`src/rtl/demux1to8_deser_pkg.sv`:
```
// Shared constants and FSM state type for the 1-to-8 demux/deserializer.
//   LANES   : number of output lanes per frame
//   SEL_W   : width of a lane index
//   state_e : FILL (collecting lanes) / HOLD (frame presented downstream)
package demux_pkg;

  localparam int unsigned LANES = 8;
  localparam int unsigned SEL_W = 3;

  typedef enum logic {
    FILL = 1'b0,
    HOLD = 1'b1
  } state_e;

endpackage : demux_pkg

```
`src/rtl/demux1to8_deser_if.sv`:
```
// Bus bundle for demux1to8_deser: serial item input handshake plus the
// parallel frame output handshake.
//   master : item producer / frame consumer (drives in_*, auto_sel, out_ready)
//   slave  : the deserializer (drives in_ready, out_*, lane_mask, overwrite_err)
interface demux1to8_deser_if #(
  parameter int unsigned WIDTH = 1
);
  import demux_pkg::*;

  logic                   in_valid;
  logic                   in_ready;
  logic [WIDTH-1:0]       in_data;
  logic [SEL_W-1:0]       in_sel;
  logic                   auto_sel;
  logic [LANES*WIDTH-1:0] out_data;
  logic                   out_valid;
  logic                   out_ready;
  logic [LANES-1:0]       lane_mask;
  logic                   overwrite_err;

  modport master (
    output in_valid, in_data, in_sel, auto_sel, out_ready,
    input  in_ready, out_data, out_valid, lane_mask, overwrite_err
  );

  modport slave (
    input  in_valid, in_data, in_sel, auto_sel, out_ready,
    output in_ready, out_data, out_valid, lane_mask, overwrite_err
  );

endinterface : demux1to8_deser_if

```
`src/rtl/demux1to8_deser_lane_bank.sv`:
```
// Lane storage: 3-to-8 write decoder, LANES x WIDTH data registers and the
// per-lane written mask.
//   clk, rst   : clock, synchronous active-high reset
//   we_i       : write the addressed lane this cycle
//   lane_i     : lane index to write
//   data_i     : lane payload
//   clr_i      : clear the written mask (frame handed off); data is kept
//   data_o     : all lanes, lane i at [i*WIDTH +: WIDTH]
//   mask_o     : lanes written in the current frame
//   hit_c_o    : addressed lane is already written (combinational)
//   full_c_o   : mask would be all ones after writing the addressed lane
module demux_lane_bank
  import demux_pkg::*;
#(
  parameter int unsigned WIDTH = 1
) (
  input  logic                   clk,
  input  logic                   rst,
  input  logic                   we_i,
  input  logic [SEL_W-1:0]       lane_i,
  input  logic [WIDTH-1:0]       data_i,
  input  logic                   clr_i,
  output logic [LANES*WIDTH-1:0] data_o,
  output logic [LANES-1:0]       mask_o,
  output logic                   hit_c_o,
  output logic                   full_c_o
);

  logic [LANES*WIDTH-1:0] data_q, data_d;
  logic [LANES-1:0]       mask_q, mask_d;
  logic [LANES-1:0]       lane_onehot_c;

  assign lane_onehot_c = LANES'(1) << lane_i;
  assign hit_c_o       = mask_q[lane_i];
  assign full_c_o      = &(mask_q | lane_onehot_c);

  // Decoded write into the addressed lane; clear takes priority over write
  always_comb begin
    data_d = data_q;
    mask_d = mask_q;
    if (clr_i) begin
      mask_d = '0;
    end else if (we_i) begin
      mask_d = mask_q | lane_onehot_c;
    end
    for (int i = 0; i < int'(LANES); i++) begin
      if (we_i && lane_onehot_c[i]) begin
        data_d[i*WIDTH +: WIDTH] = data_i;
      end
    end
  end

  always_ff @(posedge clk) begin
    if (rst) begin
      data_q <= '0;
      mask_q <= '0;
    end else begin
      data_q <= data_d;
      mask_q <= mask_d;
    end
  end

  assign data_o = data_q;
  assign mask_o = mask_q;

endmodule : demux_lane_bank

```
`src/rtl/demux1to8_deser.sv`:
```
// Registered 1-to-8 demultiplexer / deserializer. Items are steered into one
// of eight lanes (explicit in_sel or an auto-incrementing lane counter); once
// every lane has been written the frame is held on out_data until taken.
//   clk, rst : clock, synchronous active-high reset
//   bus      : slave side of demux1to8_deser_if (item input, frame output,
//              lane_mask and one-cycle overwrite_err pulse)
module demux1to8_deser
  import demux_pkg::*;
#(
  parameter int unsigned WIDTH = 1
) (
  input  logic           clk,
  input  logic           rst,
  demux1to8_deser_if.slave bus
);

  state_e           state_q, state_d;
  logic [SEL_W-1:0] cnt_q, cnt_d;
  logic             err_q, err_d;

  logic             in_ready_c;
  logic             we_c;
  logic             clr_c;
  logic [SEL_W-1:0] lane_c;
  logic             hit_c;
  logic             full_c;

  assign lane_c = bus.auto_sel ? cnt_q : bus.in_sel;

  demux_lane_bank #(
    .WIDTH (WIDTH)
  ) u_bank (
    .clk      (clk),
    .rst      (rst),
    .we_i     (we_c),
    .lane_i   (lane_c),
    .data_i   (bus.in_data),
    .clr_i    (clr_c),
    .data_o   (bus.out_data),
    .mask_o   (bus.lane_mask),
    .hit_c_o  (hit_c),
    .full_c_o (full_c)
  );

  // Next-state, lane counter and handshake decode
  always_comb begin
    state_d    = state_q;
    cnt_d      = cnt_q;
    err_d      = 1'b0;
    we_c       = 1'b0;
    clr_c      = 1'b0;
    in_ready_c = (state_q == FILL) && !rst;
    case (state_q)
      FILL: begin
        if (bus.in_valid && in_ready_c) begin
          we_c  = 1'b1;
          err_d = hit_c;
          // Counter only advances on auto-mode accepts
          if (bus.auto_sel) begin
            cnt_d = cnt_q + SEL_W'(1);
          end
          if (full_c) begin
            state_d = HOLD;
          end
        end
      end
      HOLD: begin
        if (bus.out_ready) begin
          clr_c   = 1'b1;
          cnt_d   = '0;
          state_d = FILL;
        end
      end
    endcase
  end

  always_ff @(posedge clk) begin
    if (rst) begin
      state_q <= FILL;
      cnt_q   <= '0;
      err_q   <= 1'b0;
    end else begin
      state_q <= state_d;
      cnt_q   <= cnt_d;
      err_q   <= err_d;
    end
  end

  assign bus.in_ready      = in_ready_c;
  assign bus.out_valid     = (state_q == HOLD);
  assign bus.overwrite_err = err_q;

endmodule : demux1to8_deser

```
`src/flat_wrapper.sv`:
```
// flat-port wrapper written by rule: the top's interface ports become plain ports
module demux1to8_deser_flat import demux_pkg::*;
#(
  parameter int unsigned WIDTH = 1
)
  (clk, rst, bus_in_valid, bus_in_data, bus_in_sel, bus_auto_sel, bus_out_ready, bus_in_ready, bus_out_data, bus_out_valid, bus_lane_mask, bus_overwrite_err);
  demux1to8_deser_if #(.WIDTH(WIDTH)) bus_i ();
  input  logic clk;
  input  logic rst;
  input wire logic [$bits(bus_i.in_valid)-1:0] bus_in_valid;
  input wire logic [$bits(bus_i.in_data)-1:0] bus_in_data;
  input wire logic [$bits(bus_i.in_sel)-1:0] bus_in_sel;
  input wire logic [$bits(bus_i.auto_sel)-1:0] bus_auto_sel;
  input wire logic [$bits(bus_i.out_ready)-1:0] bus_out_ready;
  output wire logic [$bits(bus_i.in_ready)-1:0] bus_in_ready;
  output wire logic [$bits(bus_i.out_data)-1:0] bus_out_data;
  output wire logic [$bits(bus_i.out_valid)-1:0] bus_out_valid;
  output wire logic [$bits(bus_i.lane_mask)-1:0] bus_lane_mask;
  output wire logic [$bits(bus_i.overwrite_err)-1:0] bus_overwrite_err;
  assign bus_i.in_valid = bus_in_valid;
  assign bus_i.in_data = bus_in_data;
  assign bus_i.in_sel = bus_in_sel;
  assign bus_i.auto_sel = bus_auto_sel;
  assign bus_i.out_ready = bus_out_ready;
  assign bus_in_ready = bus_i.in_ready;
  assign bus_out_data = bus_i.out_data;
  assign bus_out_valid = bus_i.out_valid;
  assign bus_lane_mask = bus_i.lane_mask;
  assign bus_overwrite_err = bus_i.overwrite_err;
  demux1to8_deser #(.WIDTH(WIDTH)) u_core (.clk(clk), .rst(rst), .bus(bus_i));
endmodule
```
`config.mk`:
```
export PLATFORM = sky130hd
export DESIGN_NAME = demux1to8_deser_flat
export DESIGN_NICKNAME = d
export VERILOG_FILES = /design/src/rtl/demux1to8_deser_pkg.sv /design/src/rtl/demux1to8_deser_if.sv /design/src/rtl/demux1to8_deser_lane_bank.sv /design/src/rtl/demux1to8_deser.sv /design/src/flat_wrapper.sv
export SDC_FILE = /design/constraint.sdc
export NUM_CORES = 1
export LEC_CHECK = 0
export BUFFER_PORTS_ARGS = -buffer_cell sky130_fd_sc_hd__buf_2
export CORE_AREA = 2 2 52 54
export CTS_CLUSTER_DIAMETER = 100
export DETAILED_ROUTE_END_ITERATION = 6
export DIE_AREA = 0 0 54 56
export GPL_ROUTABILITY_DRIVEN = 0
export PLACE_DENSITY = 0.8
export SYNTH_ARGS = -nofsm -noshare
export SYNTH_HDL_FRONTEND = slang
export SYNTH_SLANG_ARGS = --single-unit
export TNS_END_PERCENT = 20
```
`constraint.sdc`:
```
create_clock -name clk -period 2.75 [get_ports clk]
set_input_delay 0.55 -clock clk [delete_from_list [all_inputs] [get_ports clk]]
set_output_delay 0.55 -clock clk [all_outputs]
set_load 0.05 [all_outputs]
```
==> results of run 1 <==
-- cell families after synthesis --
family	Yosys count	share of synthesized area, %
buffers and inverters	16	7.404
AND/OR/NAND/NOR	40	19.98
adder cells (fa/ha/maj)	1	1.014
AO/OA/AOI/OAI	33	22.92
flip-flops	21	34.08
multiplexers	15	14.60
-- area by class of cell --
cell class | count | area share (%)
multi-input combinational | 89 | 52.50
sequential | 21 | 30.57
timing repair buffer | 28 | 10.37
tap | 30 | 2.730
clock buffer | 4 | 1.911
inverter | 7 | 1.911
-- how the worst min path moves through the flow --
stage                                          from                              endpoint  slack [ns]  cells past startpoint
2_1_floorplan          u_core.cnt_q[1]$_SDFFE_PP0P_          u_core.cnt_q[1]$_SDFFE_PP0P_        0.55                      3
3_3_place_gp   u_core.u_bank.data_o[3]$_SDFFE_PP0P_  u_core.u_bank.data_o[3]$_SDFFE_PP0P_        0.47                      2
3_5_place_dp   u_core.u_bank.data_o[7]$_SDFFE_PP0P_  u_core.u_bank.data_o[7]$_SDFFE_PP0P_        0.48                      2
4_1_cts        u_core.u_bank.mask_o[1]$_SDFFE_PP0P_  u_core.u_bank.mask_o[1]$_SDFFE_PP0P_        0.51                      2
5_1_grt        u_core.u_bank.data_o[7]$_SDFFE_PP0P_  u_core.u_bank.data_o[7]$_SDFFE_PP0P_        0.54                      2
6_report       u_core.u_bank.data_o[7]$_SDFFE_PP0P_  u_core.u_bank.data_o[7]$_SDFFE_PP0P_        0.50                      2
-- layer usage --
metal	GRT usage (%)	share of wire (%)	vias to the layer above
li1	-	-	517
met1	31.03	48	488
met2	28.57	45	42
met3	3.226	5.9	4
met4	7.857	1.4	0
met5	0	0	-
-- per-stage QoR --
step | area [um^2] | setup WS [ns] | util, % | hold slack, ns | power, uW
3_5_place_dp | 1349 | 0.6404 | 55.45 | 0.4810 | 420.7
5_1_grt | 1375 | 0.8334 | 56.53 | 0.5392 | 591.7
3_3_place_gp | 1349 | 0.7031 | 55.45 | 0.4703 | 416.9
2_1_floorplan | 1234 | 0.7904 | - | 0.5511 | 400.7
4_1_cts | 1375 | 0.9723 | 56.53 | 0.5064 | 571.3
6_report | 1375 | 0.9377 | 56.53 | 0.5043 | 567.0
-- cells in the final DEF (no fill, tap or decap), types with 2 or more instances in the layout --
cell type / count
buf_2: 27
dfxtp_1: 21
nor2_1: 11
mux2i_1: 11
nand2_1: 9
inv_1: 7
o211ai_1: 6
a21boi_0: 6
a21oi_1: 4
nor3b_1: 3
nand3_1: 3
clkbuf_4: 3
and3b_1: 2
nor4bb_1: 2
nand2b_1: 2
o22ai_1: 2
o21a_1: 2
mux4_2: 2
-- power groups by stage --
stage | Clock (uW) | Combinational [uW] | Sequential [uW]
2_1_floorplan | 0 | 64.7 | 336
3_3_place_gp | 0 | 91.0 | 326
3_5_place_dp | 0 | 94.5 | 326
4_1_cts | 157 | 94.8 | 319
5_1_grt | 169 | 102 | 320
6_report | 153 | 95.0 | 319
-- critical path, stage by stage --
cell and delay [ns]:
buf_2 0.37, mux2i_2 0.53, o211ai_1 0.18, o211a_1 0.16, o32ai_2 0.25
-- sequential cells by signal, indices dropped and copies added, names as in the netlist --
| register | flops |
|---|---|
| u_core.bus.out_valid | 1 |
| u_core.u_bank.mask_o | 8 |
| u_core.u_bank.data_o | 8 |
| u_core.cnt_q | 3 |
| u_core.bus.overwrite_err | 1 |
==> Implementation_results.wiki, run 1 <==
{| class="wikitable"
! Metric !! Value
|-
| Run status || completed
|-
| Reported leakage power || a little under 0.0006 uW
|-
| Clock skew || between 0.0015 and 0.002 ns
|-
| Cell types with the highest counts after synthesis || dfxtp_1 (21), mux2i_1 (11), nor2_1 (11)
|-
| P per Cell Area || 412.3 nW/um^2
|-
| First-pass GRT wire length || around 4600 um
|-
| Fin. max-slew vios || 0
|-
| Total number of nets in the final design || 160
|-
| Crit. End Element || flop
|-
| Cell with the most instances after synthesis || dfxtp_1
|-
| Peak supply drop || 424.8 uV
|-
| Top FF cell, synth || dfxtp_1
|-
| Count of distinct cell types in the synthesized netlist || between 40 and 50
|-
| Worst relative slew slack || between 50% and 60%
|-
| CORE AREA || ~2400 um^2
|-
| Maximum clock rate || roughly 550 MHz
|-
| Clock tree root buffer cell || clkbuf_4
|-
| Fillcell total || around 240
|-
| Count of mapped cells out of synthesis || about 130
|-
| Share of the clock period used by the worst path || around 66%
|-
| First element of the critical path || bus_auto_sel
|-
| Antenna violations before repair || 0
|-
| Sequential share of power || around 56%
|-
| Share of async-settable or async-resettable flops after synthesis || 0%
|-
| Via count normalized by instance count || ~6
|-
| Type of the tightest min-delay check || reg -> reg
|-
| Initial core utilization || 50.72%
|-
| CP Data Arrival Time || between 2 and 2.5 ns
|-
| Filler-free cell count of the finished design || around 180
|-
| Drt initial violations || 27
|-
| Routed via count || 1051
|-
| Cell type contributing the most total cell area after synthesis || dfxtp_1
|-
| CP Data Required Time || slightly below 3 ns
|-
| Multi-input gate area in the final layout || around 720 um^2
|-
| Number of cell instances on the worst register-to-register path || 4
|-
| Clock tree from TritonCTS || done
|-
| H-tree lvl count || 1
|-
| PortBufs || 27
|-
| Number of primary I/O pins || 28
|-
| Top area cells in the synthesized netlist || dfxtp_1 (34%), mux2i_1 (8.9%), a21boi_0 (3.7%)
|-
| Post-CTS setup-driven buffer insertion count || 0
|-
| Clock buffer depth || 2
|-
| Die span in y || roughly 56 um
|-
| Number of enable flip-flop cells after synthesis || 0
|-
| Reg-to-reg endpoint || u_core.u_bank.data_o[7]$_SDFFE_PP0P_
|-
| Area of the die || 3024 um^2
|-
| Combinational group share of total power || 16.8%
|-
| CTS Hold Buffers Added || 0
|-
| Layout cells sized above 1 || 28.86%
|-
| Area of all sequential standard cells || about 420 um^2
|-
| Total routed wirelength || 2796 um
|-
| Mapped Nets || roughly 140
|-
| TritonCTS sink count || 21
|-
| Count of cells resized by post-cts repair || 0
|-
| Part of the Yosys area used for sequential elements || 34.08%
|-
| Period minus WS final || 1.812 ns
|-
| Switch Pwr || roughly 170 uW
|-
| Count of maximum capacitance violations || 0
|-
| Overall global routing resource usage || roughly 20%
|-
| Final setup vio count || 0
|-
| Worst setup path end || u_core.bus.out_valid$_SDFF_PP0_
|-
| Post-synthesis instance area || about 1200 um^2
|-
| Routed WL per cell || approximately 16 um
|-
| Sum Neg Setup Slack || 0 ns
|-
| Start-to-end type of the worst setup path || in -> reg
|-
| Antenna fix cells || 0
|-
| Number of detailed-route iterations in the first pass || 4
|-
| Worst setup slack for register-to-register paths || approximately 1.1 ns
|-
| Remaining routing DRC violations || 0
|-
| Share of power burned in the clock network || 26.9%
|-
| Slew at the pin with the worst max-slew slack || between 0.6 and 0.7 ns
|-
| Post-DP HPWL || 2117 um
|-
| Core Rows || 18
|-
| Post-detailed-route count of antenna-violating nets || 0
|-
| Setup repair after global routing missed its margin || no
|-
| Area added between synthesis and finish || 11.46%
|-
| Maximum number of pins on one net before global-route repair || 26
|-
| Vias in the first global route || a little under 1000
|-
| Switching part of the total power || 29.35%
|-
| Clock latency on the worst-skew pair || 0.31 ns
|-
| R2R Path Start || u_core.cnt_q[0]$_SDFFE_PP0P_
|-
| Synthesized area per cell || 9.791 um^2
|-
| Final Hold Fails || 0
|-
| Chip Width || between 50 and 60 um
|-
| Startpoint type of the worst setup path || input port
|-
| Largest fanout on the critical path || 25
|-
| Area share of the leading cell type in the synthesized netlist || between 30% and 40%
|-
| Synth warn || 0
|-
| Total CTS buffers || 3
|-
| Total overflow reported by the global router || 0
|-
| Number of placed instances, taps included || 175
|-
| Internal power of the cells || around 400 uW
|-
| Flip-flop and latch count after synthesis || 21
|-
| Clock slew seen by the registers of the worst setup and hold paths || about 0.12 ns
|}
(Power assumes the default switching activity.)
==> run 2: changes to the inputs <==
--- a/config.mk
+++ b/config.mk
@@ -6,12 +6,12 @@
 export NUM_CORES = 1
 export LEC_CHECK = 0
 export BUFFER_PORTS_ARGS = -buffer_cell sky130_fd_sc_hd__buf_2
-export CORE_AREA = 2 2 52 54
+export CORE_AREA = 2 2 55 57
 export CTS_CLUSTER_DIAMETER = 100
 export DETAILED_ROUTE_END_ITERATION = 6
-export DIE_AREA = 0 0 54 56
+export DIE_AREA = 0 0 57 59
 export GPL_ROUTABILITY_DRIVEN = 0
-export PLACE_DENSITY = 0.8
+export PLACE_DENSITY = 0.76
 export SYNTH_ARGS = -nofsm -noshare
 export SYNTH_HDL_FRONTEND = slang
 export SYNTH_SLANG_ARGS = --single-unit
==> constraint.sdc (replaced) <==
create_clock -name clk -period 1.6 [get_ports clk]
set_input_delay 0.32 -clock clk [delete_from_list [all_inputs] [get_ports clk]]
set_output_delay 0.32 -clock clk [all_outputs]
set_load 0.05 [all_outputs]
==> run 2 against run 1 <==
  * Final area up 9.4%
  * Highest routed layer unchanged
  * Global-route usage down 0.88 points
  * Via count up 5.7%
==> Implementation_results.wiki, run 2 (same netlist as run 1, synthesis figures left out) <==
{| class="wikitable"
! Metric !! Value
|-
| Via count normalized by instance count || 5.697 (-3.0%)
|-
| Antenna fix cells || 0 (unchanged)
|-
| First-pass GRT wire length || 5140 um (+11%)
|-
| Number of cell instances on the worst register-to-register path || 4 (unchanged)
|-
| Post-CTS setup-driven buffer insertion count || 0 (unchanged)
|-
| Reg-to-reg endpoint || u_core.bus.out_valid$_SDFF_PP0_
|-
| Crit. End Element || flop
|-
| Total overflow reported by the global router || 0 (unchanged)
|-
| Final setup vio count || 0 (unchanged)
|-
| Area added between synthesis and finish || 21.91%
|-
| Remaining routing DRC violations || 0 (unchanged)
|-
| Fin. max-slew vios || 0 (unchanged)
|-
| CP Data Arrival Time || 1.71 ns (-0.34 ns)
|-
| PortBufs || 27 (unchanged)
|-
| Count of cells resized by post-cts repair || 0 (unchanged)
|-
| Clock tree from TritonCTS || done
|-
| H-tree lvl count || 1 (unchanged)
|-
| Initial core utilization || 45.52% (-5.2 points)
|-
| Die span in y || 59 um (+5.4%)
|-
| Clock slew seen by the registers of the worst setup and hold paths || 0.12 ns (about the same)
|-
| Fin Hold WS || 0.2045 ns (-0.2999 ns)
|-
| Layout cells sized above 1 || 39.02% (+10 points)
|-
| Chip Width || 57 um (+5.6%)
|-
| Clock tree root buffer cell || clkbuf_4
|-
| Clock latency on the worst-skew pair || 0.31 ns (about the same)
|-
| Type of the tightest min-delay check || in -> reg
|-
| Startpoint type of the worst setup path || flop
|-
| Peak supply drop || 529.6 uV (+25%)
|-
| Total CTS buffers || 3 (unchanged)
|-
| Period minus WS final || roughly 1.5 ns
|-
| Most common cell after layout, fill and taps aside || buf_2
|-
| Maximum clock rate || ~670 MHz
|-
| Final Hold Fails || 0 (unchanged)
|-
| Vias in the first global route || 1106 (+13%)
|-
| Overall global routing resource usage || 19.58% (-0.88 points)
|-
| Post-detailed-route count of antenna-violating nets || 0 (unchanged)
|-
| Routed via count || 1111 (+5.7%)
|-
| Worst min-delay path startpoint || rst
|-
| Minimum setup slack in the final design || 0.1120 ns (-0.8258 ns)
|-
| Reported leakage power || 0.0006640 uW (+13%)
|-
| Most frequent cells in the layout || buf_2 (27), dfxtp_1 (18), buf_4 (16)
|-
| R2R Path Start || u_core.u_bank.mask_o[4]$_SDFFE_PP0P_
|-
| Clock skew || 0.006168 ns (+0.004278 ns)
|-
| Number of primary I/O pins || 28 (unchanged)
|-
| First element of the critical path || u_core.u_bank.mask_o[4]$_SDFFE_PP0P_
|-
| Place WS || -0.06898 ns (-0.7093 ns)
|-
| Slew at the pin with the worst max-slew slack || 0.5035 ns (-0.1551 ns)
|-
| Worst setup slack for register-to-register paths || 0.11 ns (-0.96 ns)
|-
| Setup repair after global routing missed its margin || no
|-
| Maximum number of pins on one net before global-route repair || 13 (-50%)
|-
| Antenna violations before repair || 0 (unchanged)
|-
| Post-DP HPWL || 2388 um (+13%)
|-
| Run status || completed
|-
| Share of the clock period used by the worst path || roughly 93%
|-
| Clock buffer depth || 2 (unchanged)
|-
| Routed WL per cell || 15.24 um (-2.4%)
|-
| Count of maximum capacitance violations || 0 (unchanged)
|-
| End point of the most critical hold path || u_core.cnt_q[2]$_SDFFE_PP0P_
|-
| Drt initial violations || 68 (+150%)
|-
| TritonCTS sink count || 21 (unchanged)
|-
| Worst relative slew slack || 65.57% (+9.5 points)
|-
| CORE AREA || 2710 um^2 (+11%)
|-
| Total number of nets in the final design || 175 (+9.4%)
|-
| CP Data Required Time || 1.82 ns (-1.16 ns)
|-
| CTS Hold Buffers Added || 0 (unchanged)
|-
| P per Cell Area || 660.3 nW/um^2 (+60%)
|-
| Core Rows || 19 (+1)
|-
| Area of the die || 3363 um^2 (+11%)
|-
| Number of cells on the worst hold path || 2 (unchanged)
|-
| Total routed wirelength || 2972 um (+6.3%)
|-
| Start-to-end type of the worst setup path || reg -> reg
|-
| Largest fanout on the critical path || 5 (-80%)
|-
| Post-Route Utilization || 55.49% (-1.0 points)
|-
| Number of detailed-route iterations in the first pass || 4 (unchanged)
|}
[run 2: cell count changes in the layout (fill, tap and decap cells not counted), sizes merged]
| cell | delta |
|---|---|
| clkinv | +1 |
| clkbuf | -1 |
| buf | +15 |
[run 2: report_power, final]
part	leakage, uW	total [uW]	internal [uW]	switching [uW]
Combinational	0.000475	193	78.0	115
Sequential	0.000171	547	534	13.7
Clock	0.0000177	253	93.4	160
[run 2: area by class of cell]
cell class              instances  area [um^2]
multi-input cells              89        732.0
flip-flops and latches         21        424.2
well taps                      31        38.79
clock inverters                 1        5.005
fillers                       262         1206
clock buffers                   3        22.52
inverters                       7        26.28
repair buffers                 43        255.2
[run 2: worst max-delay path: stages, from the launching register on]
cell	delay, ns
dfxtp_1	0.42
nand2_1	0.06
a2111oi_0	0.52
o22ai_1	0.19
o32ai_2	0.21
[run 2: metal layers]
metal  global-route usage, %  up-vias  share of wire [%]
li1                        -      541                  -
met1                   26.57      531                 44
met2                   31.69       34                 49
met3                   3.057        5                5.8
met4                   7.309        0                1.4
met5                       0        -                  0
[run 2: worst max path at each step]
stage                                                 endpoint  slack, ns
after floorplan                u_core.bus.out_valid$_SDFF_PP0_       0.03
after global placement    u_core.u_bank.data_o[7]$_SDFFE_PP0P_      -0.01
after detailed placement  u_core.u_bank.data_o[7]$_SDFFE_PP0P_      -0.07
after CTS                 u_core.u_bank.data_o[7]$_SDFFE_PP0P_       0.02
after global routing           u_core.bus.out_valid$_SDFF_PP0_       0.02
final                          u_core.bus.out_valid$_SDFF_PP0_       0.11
[run 2: through the flow]
stage	setup TNS (ns)	instance area (um^2)	instances	total power, uW
after floorplan	0	1235	126	688.7
after detailed placement	-0.1230	1464	191	748.8
after global placement	-0.01769	1464	191	741.4
after CTS	0	1491	195	998.1
final	0	1504	195	993.0
after global routing	0	1504	195	1039
==> run 3: changes to the inputs <==
==> constraint.sdc (replaced) <==
create_clock -name clk -period 1.25 [get_ports clk]
set_input_delay 0.25 -clock clk [delete_from_list [all_inputs] [get_ports clk]]
set_output_delay 0.25 -clock clk [all_outputs]
set_load 0.05 [all_outputs]
==> run 3 against run 2 <==
  * The run now ends with setup timing left
  * Die area is the same
  * Via count grew 7.5%
  * Final area grew 14%
  * Register-to-register slack lost 0.31 ns
  * Critical path depth grew 1
  * Worst hold slack gained 0.012 ns
  * Clock-buffer cell count is the same
  * Maximum frequency grew 2.4%
  * Worst setup slack lost 0.31 ns
==> Implementation_results.wiki, run 3 (same netlist as run 1, synthesis figures left out) <==
{| class="wikitable"
! Metric !! Value
|-
| Largest fanout on the critical path || 6 (+1)
|-
| Reported leakage power || 0.0007641 uW (+15%)
|-
| CP Data Required Time || 1.47 ns (-0.35 ns)
|-
| Maximum number of pins on one net before global-route repair || 17 (+4)
|-
| Area of all sequential standard cells || 441.7 um^2 (+4.1%)
|-
| Critical Path, Cell by Cell || buf_6 > mux2i_4 > mux4_2 > nand2_2 > a21oi_2
|-
| TritonCTS sink count || 21 (unchanged)
|-
| Total routed wirelength || 3292 um (+11%)
|-
| Total routed wire length on the met1 layer || 1444 um (+10%)
|-
| Clock skew || 0.003734 ns (-0.002434 ns)
|-
| Total overflow reported by the global router || 0 (unchanged)
|-
| Type of the tightest min-delay check || in -> reg
|-
| Max incr delay on CP || 0.54 ns (+0.02 ns)
|-
| Chip Width || 57 um (unchanged)
|-
| Worst path slowest cell || mux4_2
|-
| Core Rows || 19 (unchanged)
|-
| Met2 Wirelength || 1565 um (+8.3%)
|-
| Fillcell total || 227 (-13%)
|-
| Number of detailed-route iterations in the first pass || 4 (unchanged)
|-
| Final setup vio count || 14 (+14)
|-
| Maximum clock rate || 688.4 MHz (+2.4%)
|-
| Most frequent cells in the layout || buf_4 (31), buf_2 (17), mux2i_1 (10), nor2_1 (10), dfxtp_1 (10)
|-
| Setup repair after global routing missed its margin || yes
|-
| Worst relative slew slack || 69.70% (+4.1 points)
|-
| Total CTS buffers || 3 (unchanged)
|-
| Area of the die || 3363 um^2 (unchanged)
|-
| Final Hold Fails || 0 (unchanged)
|-
| H-tree lvl count || 1 (unchanged)
|-
| Top metal layer carrying routed signals || met4
|-
| Clock tree root buffer cell || clkbuf_4
|-
| Peak supply drop || 839.9 uV (+59%)
|-
| Post-DP HPWL || 2452 um (+2.7%)
|-
| Run status || complete, but fails checks
|-
| Share of the clock period used by the worst path || 116.2% (+23 points)
|-
| Number of primary I/O pins || 28 (unchanged)
|-
| Initial core utilization || 45.52% (unchanged)
|-
| Routed WL per cell || 15.90 um (+4.3%)
|-
| Antenna fix cells || 0 (unchanged)
|-
| Post-detailed-route count of antenna-violating nets || 0 (unchanged)
|-
| Crit. End Element || flop
|-
| Count of maximum capacitance violations || 0 (unchanged)
|-
| Via count normalized by instance count || 5.768 (+1.2%)
|-
| Failing checks || setup timing
|-
| Area added between synthesis and finish || 38.64%
|-
| CORE AREA || 2710 um^2 (unchanged)
|-
| Routed via count || 1194 (+7.5%)
|-
| Most common cell after layout, fill and taps aside || buf_4
|-
| First-pass GRT wire length || 5437 um (+5.8%)
|-
| Die span in y || 59 um (unchanged)
|-
| Vias in the first global route || 1125 (+1.7%)
|-
| Overall global routing resource usage || 21.32% (+1.7 points)
|-
| Clock slew seen by the registers of the worst setup and hold paths || 0.12 ns (about the same)
|-
| Met3 WL post-DR || 170 um (-1.2%)
|-
| CP Data Arrival Time || 1.68 ns (-0.03 ns)
|-
| Period minus WS final || 1.453 ns (-0.03530 ns)
|-
| Post-Route Utilization || 63.11% (+7.6 points)
|-
| P per Cell Area || 776.9 nW/um^2 (+18%)
|-
| Clock tree from TritonCTS || done
|-
| Total number of nets in the final design || 187 (+6.9%)
|-
| Layout cells sized above 1 || 52.27% (+13 points)
|-
| Fin. max-slew vios || 0 (unchanged)
|-
| Minimum setup slack in the final design || -0.2027 ns (-0.3147 ns)
|-
| Drt initial violations || 69 (+1.5%)
|-
| PortBufs || 27 (unchanged)
|-
| Total power consumption of the routed design || 1329 uW (+34%)
|-
| Slew at the pin with the worst max-slew slack || 0.4534 ns (-0.05006 ns)
|-
| Start-to-end type of the worst setup path || reg -> reg
|-
| Clock buffer depth || 2 (unchanged)
|-
| CTS Hold Buffers Added || 0 (unchanged)
|-
| Remaining routing DRC violations || 0 (unchanged)
|-
| Antenna violations before repair || 0 (unchanged)
|-
| Startpoint type of the worst setup path || flop
|-
| Multi-input gate area in the final layout || 779.5 um^2 (+6.5%)
|-
| Clock latency on the worst-skew pair || 0.32 ns (about the same)
|}
-- run 3: cell count changes in the layout (fill, tap and decap cells not counted), sizes merged --
| cell | before | now |
|---|---|---|
| clkbuf | 3 | 4 |
| buf | 43 | 54 |
-- run 3: power by group --
part           switching, uW  internal, uW
clock                    223           120
combinational            162           129
sequential              15.5           679
-- run 3: metal layers --
metal	GRT usage, %	vias to the layer above
met2	33.83	37
li1	-	576
met1	27.37	570
met4	12.29	0
met3	3.930	11
met5	0	-
-- run 3: worst paths after layout --
path	start	end	slack (ns)	cells after the start
worst max-delay path	u_core.cnt_q[1]$_SDFFE_PP0P_	u_core.bus.overwrite_err$_SDFF_PP0_	-0.20	5
worst min-delay path	rst	u_core.cnt_q[2]$_SDFFE_PP0P_	0.22	3
worst max register to register	u_core.cnt_q[1]$_SDFFE_PP0P_	u_core.bus.overwrite_err$_SDFF_PP0_	-0.20	5
worst min register to register	u_core.u_bank.mask_o[6]$_SDFFE_PP0P_	u_core.u_bank.mask_o[6]$_SDFFE_PP0P_	0.50	2
-- run 3: layout make-up --
cell class / count / area share, %
Multi-Input combinational cell: 89 / 45.57
Sequential cell: 21 / 25.82
Timing Repair Buffer: 55 / 23.19
Tap cell: 31 / 2.268
Inverter: 7 / 1.536
Clock buffer: 3 / 1.317
Clock inverter: 1 / 0.2926
-- run 3: repair_timing --
item / 4_1_cts / 5_1_grt
resized for setup: 30 / 15
endpoints found under the setup margin: 25 / 28
gates cloned: 0 / 0
pin swaps: 7 / 5
setup buffers: 2 / 0
-- run 3: worst max-delay path, delay by kind of cell, from the launching register on --
kind                   cells  cell delay [ns]
multiplexers               2             0.72
flip-flops                 1             0.39
buffers and inverters      1             0.12
AND/OR/NAND/NOR            1             0.08
AO/OA/AOI/OAI              1             0.05
-- run 3: metrics by stage --
stage	TNS (ns)	setup slack [ns]	hold WS [ns]	area [um^2]	std cells
after global routing	-2.507	-0.2398	0.2158	1710	207
after floorplan	-1.168	-0.1723	0.3221	1251	126
after global placement	-4.093	-0.3615	0.4707	1553	201
final	-1.493	-0.2027	0.2167	1710	207
after CTS	-1.323	-0.2012	0.2082	1680	207
after detailed placement	-4.683	-0.4596	0.4836	1553	201
